## config.mk

```make
export PLATFORM = sky130hd
export DESIGN_NAME = mem_stage_lsu_flat
export DESIGN_NICKNAME = d
export VERILOG_FILES = /design/src/rtl/mem_stage_lsu_if.sv /design/src/rtl/mem_stage_lsu.sv /design/src/flat_wrapper.sv
export SDC_FILE = /design/constraint.sdc
export NUM_CORES = 1
export LEC_CHECK = 0
export BUFFER_PORTS_ARGS = -buffer_cell sky130_fd_sc_hd__buf_2
export CORE_AREA = 5 5 122 124
export CTS_CLUSTER_DIAMETER = 200
export CTS_CLUSTER_SIZE = 12
export DETAILED_ROUTE_END_ITERATION = 10
export DIE_AREA = 0 0 127 129
export PLACE_DENSITY = 0.76
export SLEW_MARGIN = 10
export SYNTH_ARGS = -nofsm -noshare
export SYNTH_HDL_FRONTEND = slang
export SYNTH_SLANG_ARGS = --single-unit
```

## constraint.sdc

```tcl
create_clock -name clk -period 1.62 [get_ports clk]
set_input_delay 0 -clock clk [delete_from_list [all_inputs] [get_ports clk]]
set_output_delay 0 -clock clk [all_outputs]
set_load 0.02 [all_outputs]
```

## src/rtl/mem_stage_lsu_if.sv

```systemverilog
`default_nettype none
// ============================================================================
//  Module   : mem_stage_lsu_if
//  Brief    : Data-memory request/acknowledge bus between the MEM stage and
//             the data memory.
//  Revision : 1.0  initial release
// ============================================================================
interface mem_stage_lsu_if #(
    parameter int DATA_WIDTH = 32,
    parameter int ADDR_WIDTH = 32
) ();
    logic                  dmem_req;
    logic                  dmem_we;
    logic [ADDR_WIDTH-1:0] dmem_addr;
    logic [DATA_WIDTH-1:0] dmem_wdata;
    logic [3:0]            dmem_be;
    logic                  dmem_ack;
    logic [DATA_WIDTH-1:0] dmem_rdata;

    modport master (
        output dmem_req, dmem_we, dmem_addr, dmem_wdata, dmem_be,
        input  dmem_ack, dmem_rdata
    );

    modport slave (
        input  dmem_req, dmem_we, dmem_addr, dmem_wdata, dmem_be,
        output dmem_ack, dmem_rdata
    );
endinterface
`default_nettype wire

```

## src/rtl/mem_stage_lsu.sv

```systemverilog
`default_nettype none
// ============================================================================
//  Module   : mem_stage_lsu
//  Brief    : RV32I memory stage: byte-lane steering, load extension, wait-state
//             handshake with upstream stall, and the MEM/WB register.
//  Revision : 1.0  initial release
// ============================================================================
module mem_stage_lsu #(
    parameter int DATA_WIDTH = 32,
    parameter int ADDR_WIDTH = 32
) (
    input  wire                   clk,
    input  wire                   rst,
    input  wire                   RegWriteM,
    input  wire  [1:0]            ResultSrcM,
    input  wire                   MemWriteM,
    input  wire  [2:0]            Funct3M,
    input  wire  [DATA_WIDTH-1:0] ALUResultM,
    input  wire  [DATA_WIDTH-1:0] WriteDataM,
    input  wire  [DATA_WIDTH-1:0] PCPlus4M,
    input  wire  [4:0]            RdM,
    mem_stage_lsu_if.master       dmem,
    output logic                  StallM,
    output logic                  RegWriteW,
    output logic [1:0]            ResultSrcW,
    output logic [DATA_WIDTH-1:0] ALUResultW,
    output logic [DATA_WIDTH-1:0] ReadDataW,
    output logic [DATA_WIDTH-1:0] PCPlus4W,
    output logic [4:0]            RdW,
    output logic                  MisalignW
);

    typedef enum logic [0:0] {
        ST_IDLE = 1'b0,
        ST_WAIT = 1'b1
    } state_t;

    localparam logic [1:0] c_SRC_LOAD = 2'b01;

    state_t r_state;
    state_t w_state_nxt;

    logic                  w_is_load;
    logic                  w_acc;
    logic                  w_f3_legal;
    logic                  w_misalign;
    logic                  w_bad;
    logic                  w_req;
    logic                  w_stall;
    logic [3:0]            w_be;
    logic [DATA_WIDTH-1:0] w_wdata;
    logic [DATA_WIDTH-1:0] w_rd_shift_b;
    logic [DATA_WIDTH-1:0] w_rd_shift_h;
    logic [7:0]            w_rd_byte;
    logic [15:0]           w_rd_half;
    logic [DATA_WIDTH-1:0] w_load_data;

    assign w_is_load = (ResultSrcM == c_SRC_LOAD);
    assign w_acc     = MemWriteM | w_is_load;

    // Unsigned sizes (100/101) exist only for loads.
    always_comb begin
        w_f3_legal = 1'b0;
        w_misalign = 1'b0;
        case (Funct3M)
            3'b000: w_f3_legal = 1'b1;
            3'b001: begin
                w_f3_legal = 1'b1;
                w_misalign = ALUResultM[0];
            end
            3'b010: begin
                w_f3_legal = 1'b1;
                w_misalign = |ALUResultM[1:0];
            end
            3'b100: w_f3_legal = ~MemWriteM;
            3'b101: begin
                w_f3_legal = ~MemWriteM;
                w_misalign = ALUResultM[0];
            end
            default: w_f3_legal = 1'b0;
        endcase
    end

    assign w_bad   = w_acc & (~w_f3_legal | w_misalign);
    assign w_req   = w_acc & ~w_bad & ~rst;
    assign w_stall = w_req & ~dmem.dmem_ack;

    always_comb begin
        w_be    = 4'b1111;
        w_wdata = WriteDataM;
        case (Funct3M[1:0])
            2'b00: begin
                w_be    = 4'b0001 << ALUResultM[1:0];
                w_wdata = {4{WriteDataM[7:0]}};
            end
            2'b01: begin
                w_be    = ALUResultM[1] ? 4'b1100 : 4'b0011;
                w_wdata = {2{WriteDataM[15:0]}};
            end
            default: begin
                w_be    = 4'b1111;
                w_wdata = WriteDataM;
            end
        endcase
        if (!w_req) begin
            w_be = 4'b0000;
        end
    end

    assign w_rd_shift_b = dmem.dmem_rdata >> {ALUResultM[1:0], 3'b000};
    assign w_rd_shift_h = dmem.dmem_rdata >> {ALUResultM[1], 4'b0000};
    assign w_rd_byte    = w_rd_shift_b[7:0];
    assign w_rd_half    = w_rd_shift_h[15:0];

    always_comb begin
        w_load_data = dmem.dmem_rdata;
        case (Funct3M)
            3'b000:  w_load_data = {{(DATA_WIDTH-8){w_rd_byte[7]}}, w_rd_byte};
            3'b001:  w_load_data = {{(DATA_WIDTH-16){w_rd_half[15]}}, w_rd_half};
            3'b100:  w_load_data = {{(DATA_WIDTH-8){1'b0}}, w_rd_byte};
            3'b101:  w_load_data = {{(DATA_WIDTH-16){1'b0}}, w_rd_half};
            default: w_load_data = dmem.dmem_rdata;
        endcase
    end

    assign dmem.dmem_req   = w_req;
    assign dmem.dmem_we    = MemWriteM;
    assign dmem.dmem_addr  = {ALUResultM[ADDR_WIDTH-1:2], 2'b00};
    assign dmem.dmem_wdata = w_wdata;
    assign dmem.dmem_be    = w_be;
    assign StallM          = w_stall;

    always_ff @(posedge clk) begin
        if (rst) begin
            r_state <= ST_IDLE;
        end else begin
            r_state <= w_state_nxt;
        end
    end

    always_comb begin
        w_state_nxt = r_state;
        case (r_state)
            ST_IDLE: if (w_req && !dmem.dmem_ack) w_state_nxt = ST_WAIT;
            ST_WAIT: if (dmem.dmem_ack)           w_state_nxt = ST_IDLE;
            default: w_state_nxt = ST_IDLE;
        endcase
    end

    // A stalled cycle leaves a bubble behind; a rejected access only raises the flag.
    always_ff @(posedge clk) begin
        if (rst) begin
            RegWriteW  <= 1'b0;
            ResultSrcW <= 2'b00;
            ALUResultW <= '0;
            ReadDataW  <= '0;
            PCPlus4W   <= '0;
            RdW        <= 5'd0;
            MisalignW  <= 1'b0;
        end else if (w_stall) begin
            RegWriteW  <= 1'b0;
            MisalignW  <= 1'b0;
        end else if (w_bad) begin
            RegWriteW  <= 1'b0;
            MisalignW  <= 1'b1;
        end else begin
            RegWriteW  <= RegWriteM;
            ResultSrcW <= ResultSrcM;
            ALUResultW <= ALUResultM;
            ReadDataW  <= w_is_load ? w_load_data : '0;
            PCPlus4W   <= PCPlus4M;
            RdW        <= RdM;
            MisalignW  <= 1'b0;
        end
    end

endmodule
`default_nettype wire

```

## src/flat_wrapper.sv

```systemverilog
// flat-port wrapper written by rule: the top's interface ports become plain ports
module mem_stage_lsu_flat 
#(
    parameter int DATA_WIDTH = 32,
    parameter int ADDR_WIDTH = 32
)
  (clk, rst, RegWriteM, ResultSrcM, MemWriteM, Funct3M, ALUResultM, WriteDataM, PCPlus4M, RdM, StallM, RegWriteW, ResultSrcW, ALUResultW, ReadDataW, PCPlus4W, RdW, MisalignW, dmem_dmem_req, dmem_dmem_we, dmem_dmem_addr, dmem_dmem_wdata, dmem_dmem_be, dmem_dmem_ack, dmem_dmem_rdata);
  mem_stage_lsu_if #(.DATA_WIDTH(DATA_WIDTH), .ADDR_WIDTH(ADDR_WIDTH)) dmem_i ();
  input  wire clk;
  input  wire rst;
  input  wire RegWriteM;
  input  wire  [1:0] ResultSrcM;
  input  wire MemWriteM;
  input  wire  [2:0] Funct3M;
  input  wire  [DATA_WIDTH-1:0] ALUResultM;
  input  wire  [DATA_WIDTH-1:0] WriteDataM;
  input  wire  [DATA_WIDTH-1:0] PCPlus4M;
  input  wire  [4:0] RdM;
  output logic StallM;
  output logic RegWriteW;
  output logic [1:0] ResultSrcW;
  output logic [DATA_WIDTH-1:0] ALUResultW;
  output logic [DATA_WIDTH-1:0] ReadDataW;
  output logic [DATA_WIDTH-1:0] PCPlus4W;
  output logic [4:0] RdW;
  output logic MisalignW;
  output wire logic [$bits(dmem_i.dmem_req)-1:0] dmem_dmem_req;
  output wire logic [$bits(dmem_i.dmem_we)-1:0] dmem_dmem_we;
  output wire logic [$bits(dmem_i.dmem_addr)-1:0] dmem_dmem_addr;
  output wire logic [$bits(dmem_i.dmem_wdata)-1:0] dmem_dmem_wdata;
  output wire logic [$bits(dmem_i.dmem_be)-1:0] dmem_dmem_be;
  input wire logic [$bits(dmem_i.dmem_ack)-1:0] dmem_dmem_ack;
  input wire logic [$bits(dmem_i.dmem_rdata)-1:0] dmem_dmem_rdata;
  assign dmem_dmem_req = dmem_i.dmem_req;
  assign dmem_dmem_we = dmem_i.dmem_we;
  assign dmem_dmem_addr = dmem_i.dmem_addr;
  assign dmem_dmem_wdata = dmem_i.dmem_wdata;
  assign dmem_dmem_be = dmem_i.dmem_be;
  assign dmem_i.dmem_ack = dmem_dmem_ack;
  assign dmem_i.dmem_rdata = dmem_dmem_rdata;
  mem_stage_lsu #(.DATA_WIDTH(DATA_WIDTH), .ADDR_WIDTH(ADDR_WIDTH)) u_core (.clk(clk), .rst(rst), .RegWriteM(RegWriteM), .ResultSrcM(ResultSrcM), .MemWriteM(MemWriteM), .Funct3M(Funct3M), .ALUResultM(ALUResultM), .WriteDataM(WriteDataM), .PCPlus4M(PCPlus4M), .RdM(RdM), .dmem(dmem_i), .StallM(StallM), .RegWriteW(RegWriteW), .ResultSrcW(ResultSrcW), .ALUResultW(ALUResultW), .ReadDataW(ReadDataW), .PCPlus4W(PCPlus4W), .RdW(RdW), .MisalignW(MisalignW));
endmodule
```

==> impl_metrics.json <==
{
  "grt_max_degree": 137,
  "fmax_mhz": 672,
  "setup_viol": 0,
  "cts.sinks": 105,
  "ant_nets": 0,
  "rr_worst_depth": 2,
  "ir_drop_mv": 0.698,
  "ys_types": 36,
  "p_per_area_nw_per_um2": 849,
  "cp-start-kind": "input pin",
  "preCtsSetupSlack_ps": -18.3,
  "fp.coreArea_um2": 13700,
  "r2r_end": "u_core.PCPlus4W[31]",
  "final_area_um2": 8040,
  "die_w_um": 127,
  "portBuffers": 316,
  "layout_commonest_cell": "buf_2",
  "regToRegSetupSlack_ps": 960,
  "min_path_cells": 2,
  "outcome": "finished, final reports clean",
  "pin_count": 319,
  "hp-start": "rst",
  "rows": 43,
  "track_usage_pct": 23.0,
  "drt_iter0_drc": 389,
  "syn_inst": 605,
  "dp_cells": 1017,
  "path_delay_family": "compound AO/OA/AOI/OAI gates",
  "drv_cap": 0,
  "utilization_pct": 58.8,
  "grt_pass1_vias": 5799,
  "start_util_pct": 40.4,
  "ys_ff_latch": 105,
  "fin_tns_setup_ps": 0,
  "tritoncts": "done",
  "hold_slack_ps": 9.06,
  "hpwl_um": 13600,
  "routed_wirelength_um": 20100,
  "die_height_um": 129,
  "postPlaceCellArea_um2": 6930,
  "syn_to_final_growth_pct": 45.5,
  "arrival_ps": 1730,
  "path_clk_slew_ps": 70,
  "min_period_ps": 1490,
  "required_ps": 1860,
  "crit_slowest_cell": "dlygate4sd3_1",
  "fin_skew_ps": 0,
  "hold-path-endpoint": "u_core.ALUResultW[1]",
  "grt_pass1_wl_um": 30300,
  "avgSynthCellArea_um2": 9.13,
  "vias": 5916,
  "critPathKind": "input pin to register",
  "via_per_inst": 5.32,
  "ys_seq_area_share_pct": 38.1,
  "p_leak_nw": 3.73,
  "finalNetCount": 1071,
  "drc": 0,
  "htree_levels": 3,
  "layout-drive-gt1-share_pct": 41.2,
  "finalNonFillerCells": 1113,
  "yosysWarningCount": 0,
  "min_path_type": "input pin to register",
  "num_antenna_cells": 0,
  "rsz0062_at_grt": "no",
  "crit_buf_inv": 2,
  "end_kind": "register",
  "clock_path_buffers": 2,
  "cts_root_buf": "clkbuf_16",
  "slew_viol_final": 0,
  "clock_latency_ps": 340,
  "gp_congestion": 0.900,
  "wl_per_cell_um": 18.1,
  "firstDrtPassIters": 4,
  "r2r-start": "u_core.PCPlus4W[31]",
  "worstPathMaxFanout": 8,
  "antenna_found_initial": 0,
  "slew_headroom_pct": 38.5,
  "hold_viol": 0,
  "synth_area_um2": 5520,
  "grt-ovfl-total": 0,
  "cp.depth": 6,
  "final_cell_mix": "buf_2 (315), dfxtp_1 (105), nand2b_1 (90), o21ai_0 (85), dlygate4sd3_1 (80)",
  "critical_path.max_stage_delay_ps": 540,
  "nFillCells": 1190,
  "p_total_mw": 6.83,
  "worst_slew_pin_slew_ps": 923,
  "cp_cell_sequence": "dlygate4sd3_1 -> buf_2 -> mux2_2 -> a32oi_2 -> a2bb2oi_1 -> a22o_1",
  "dieArea_um2": 16400,
  "cts-buffers-inserted": 9,
  "min_period_over_period_pct": 91.8,
  "setup_ws_ps": 132
}
[what timing repair did]
| item | in CTS | in global routing |
|---|---|---|
| endpoints found under the setup margin | 0 | 8 |
| hold endpoints to repair | 80 | 0 |
| hold buffers | 80 | 0 |
| setup buffers | 0 | 0 |
| resized for setup | 0 | 1 |
[synth_stat cells (all sizes together)]
master,number,area [um^2]
a211oi,1,20.0
or3b,1,8.76
nand2b,90,563
a32oi,1,8.76
o41ai,3,41.3
o221ai,5,43.8
inv,10,37.5
a221oi,1,15.0
clkbuf,38,143
a21oi,18,90.1
mux2,25,282
conb,1,3.75
o211ai,1,7.51
or2,1,6.26
nand2,10,37.5
a21o,1,7.51
and2,1,6.26
buf,64,463
o31ai,1,7.51
o22ai,4,25.0
a22o,24,210
o21ai,85,425
dfxtp,105,2100
a2bb2oi,13,114
mux2i,8,80.1
nand4b,79,692
nor3,4,20.0
nor4,1,12.5
nor2,6,22.5
nor3b,1,7.51
nor2b,2,20.0
[sequential cells by signal, summed over array words and instances, names as in the netlist]
register / count
u_core.ALUResultW: 32
u_core.MisalignW: 1
u_core.PCPlus4W: 32
u_core.RdW: 5
u_core.ReadDataW: 32
u_core.RegWriteW: 1
u_core.ResultSrcW: 2
[cell families after synthesis]
logic type	Yosys count	synth area share, %
mux	33	6.55
other cells	1	0.0679
compound gates	158	18.4
buf+inv	112	11.6
flops	105	38.1
simple gates	196	25.3
[metal layers]
layer / part of all wire (%) / wire length, um / up-vias / global-route usage [%]
met5: 0 / 0 / - / 0
met4: 3.0 / 602 / 0 / 9.59
met3: 7.3 / 1480 / 49 / 6.56
met2: 51 / 10300 / 295 / 40.4
met1: 39 / 7750 / 2779 / 26.3
li1: - / - / 2793 / -
[layout make-up]
cell class	instances	area (um^2)	share of cell area, %
clock buffers	10	229	2.85
clock inverters	6	72.6	0.903
inverters	10	37.5	0.467
multi-input cells	389	2810	34.9
flip-flops and latches	105	2100	26.2
well taps	180	225	2.80
repair buffers	413	2560	31.9
[power by group]
part           total, mW  internal [mW]  leakage (nW)  switching (mW)
Sequential          2.82           2.74         0.862          0.0791
Combinational       1.74          0.729          2.71            1.01
Clock               2.27           1.22         0.149            1.04
Total               6.83           4.69          3.73            2.13
[worst register-to-register path, delay by kind of cell, from the launching register on]
| kind | cells | cell delay [ps] |
|---|---|---|
| simple gates | 1 | 130 |
| compound gates | 1 | 110 |
| flops | 1 | 350 |
[worst max-delay path by stage]
| stage | endpoint | slack, ps | from |
|---|---|---|---|
| 5_1_grt | u_core.ReadDataW[8] | 50 | dmem_dmem_rdata[31] |
| 4_1_cts | u_core.ReadDataW[12] | 1 | dmem_dmem_rdata[31] |
| 2_1_floorplan | u_core.ReadDataW[26] | 270 | ALUResultM[0] |
| 3_5_place_dp | u_core.ReadDataW[12] | -20 | ALUResultM[1] |
| 3_3_place_gp | u_core.ReadDataW[8] | -7 | ALUResultM[1] |
| 6_report | u_core.ReadDataW[8] | 130 | dmem_dmem_rdata[31] |
No activity file was read; power rests on OpenSTA's default activity.
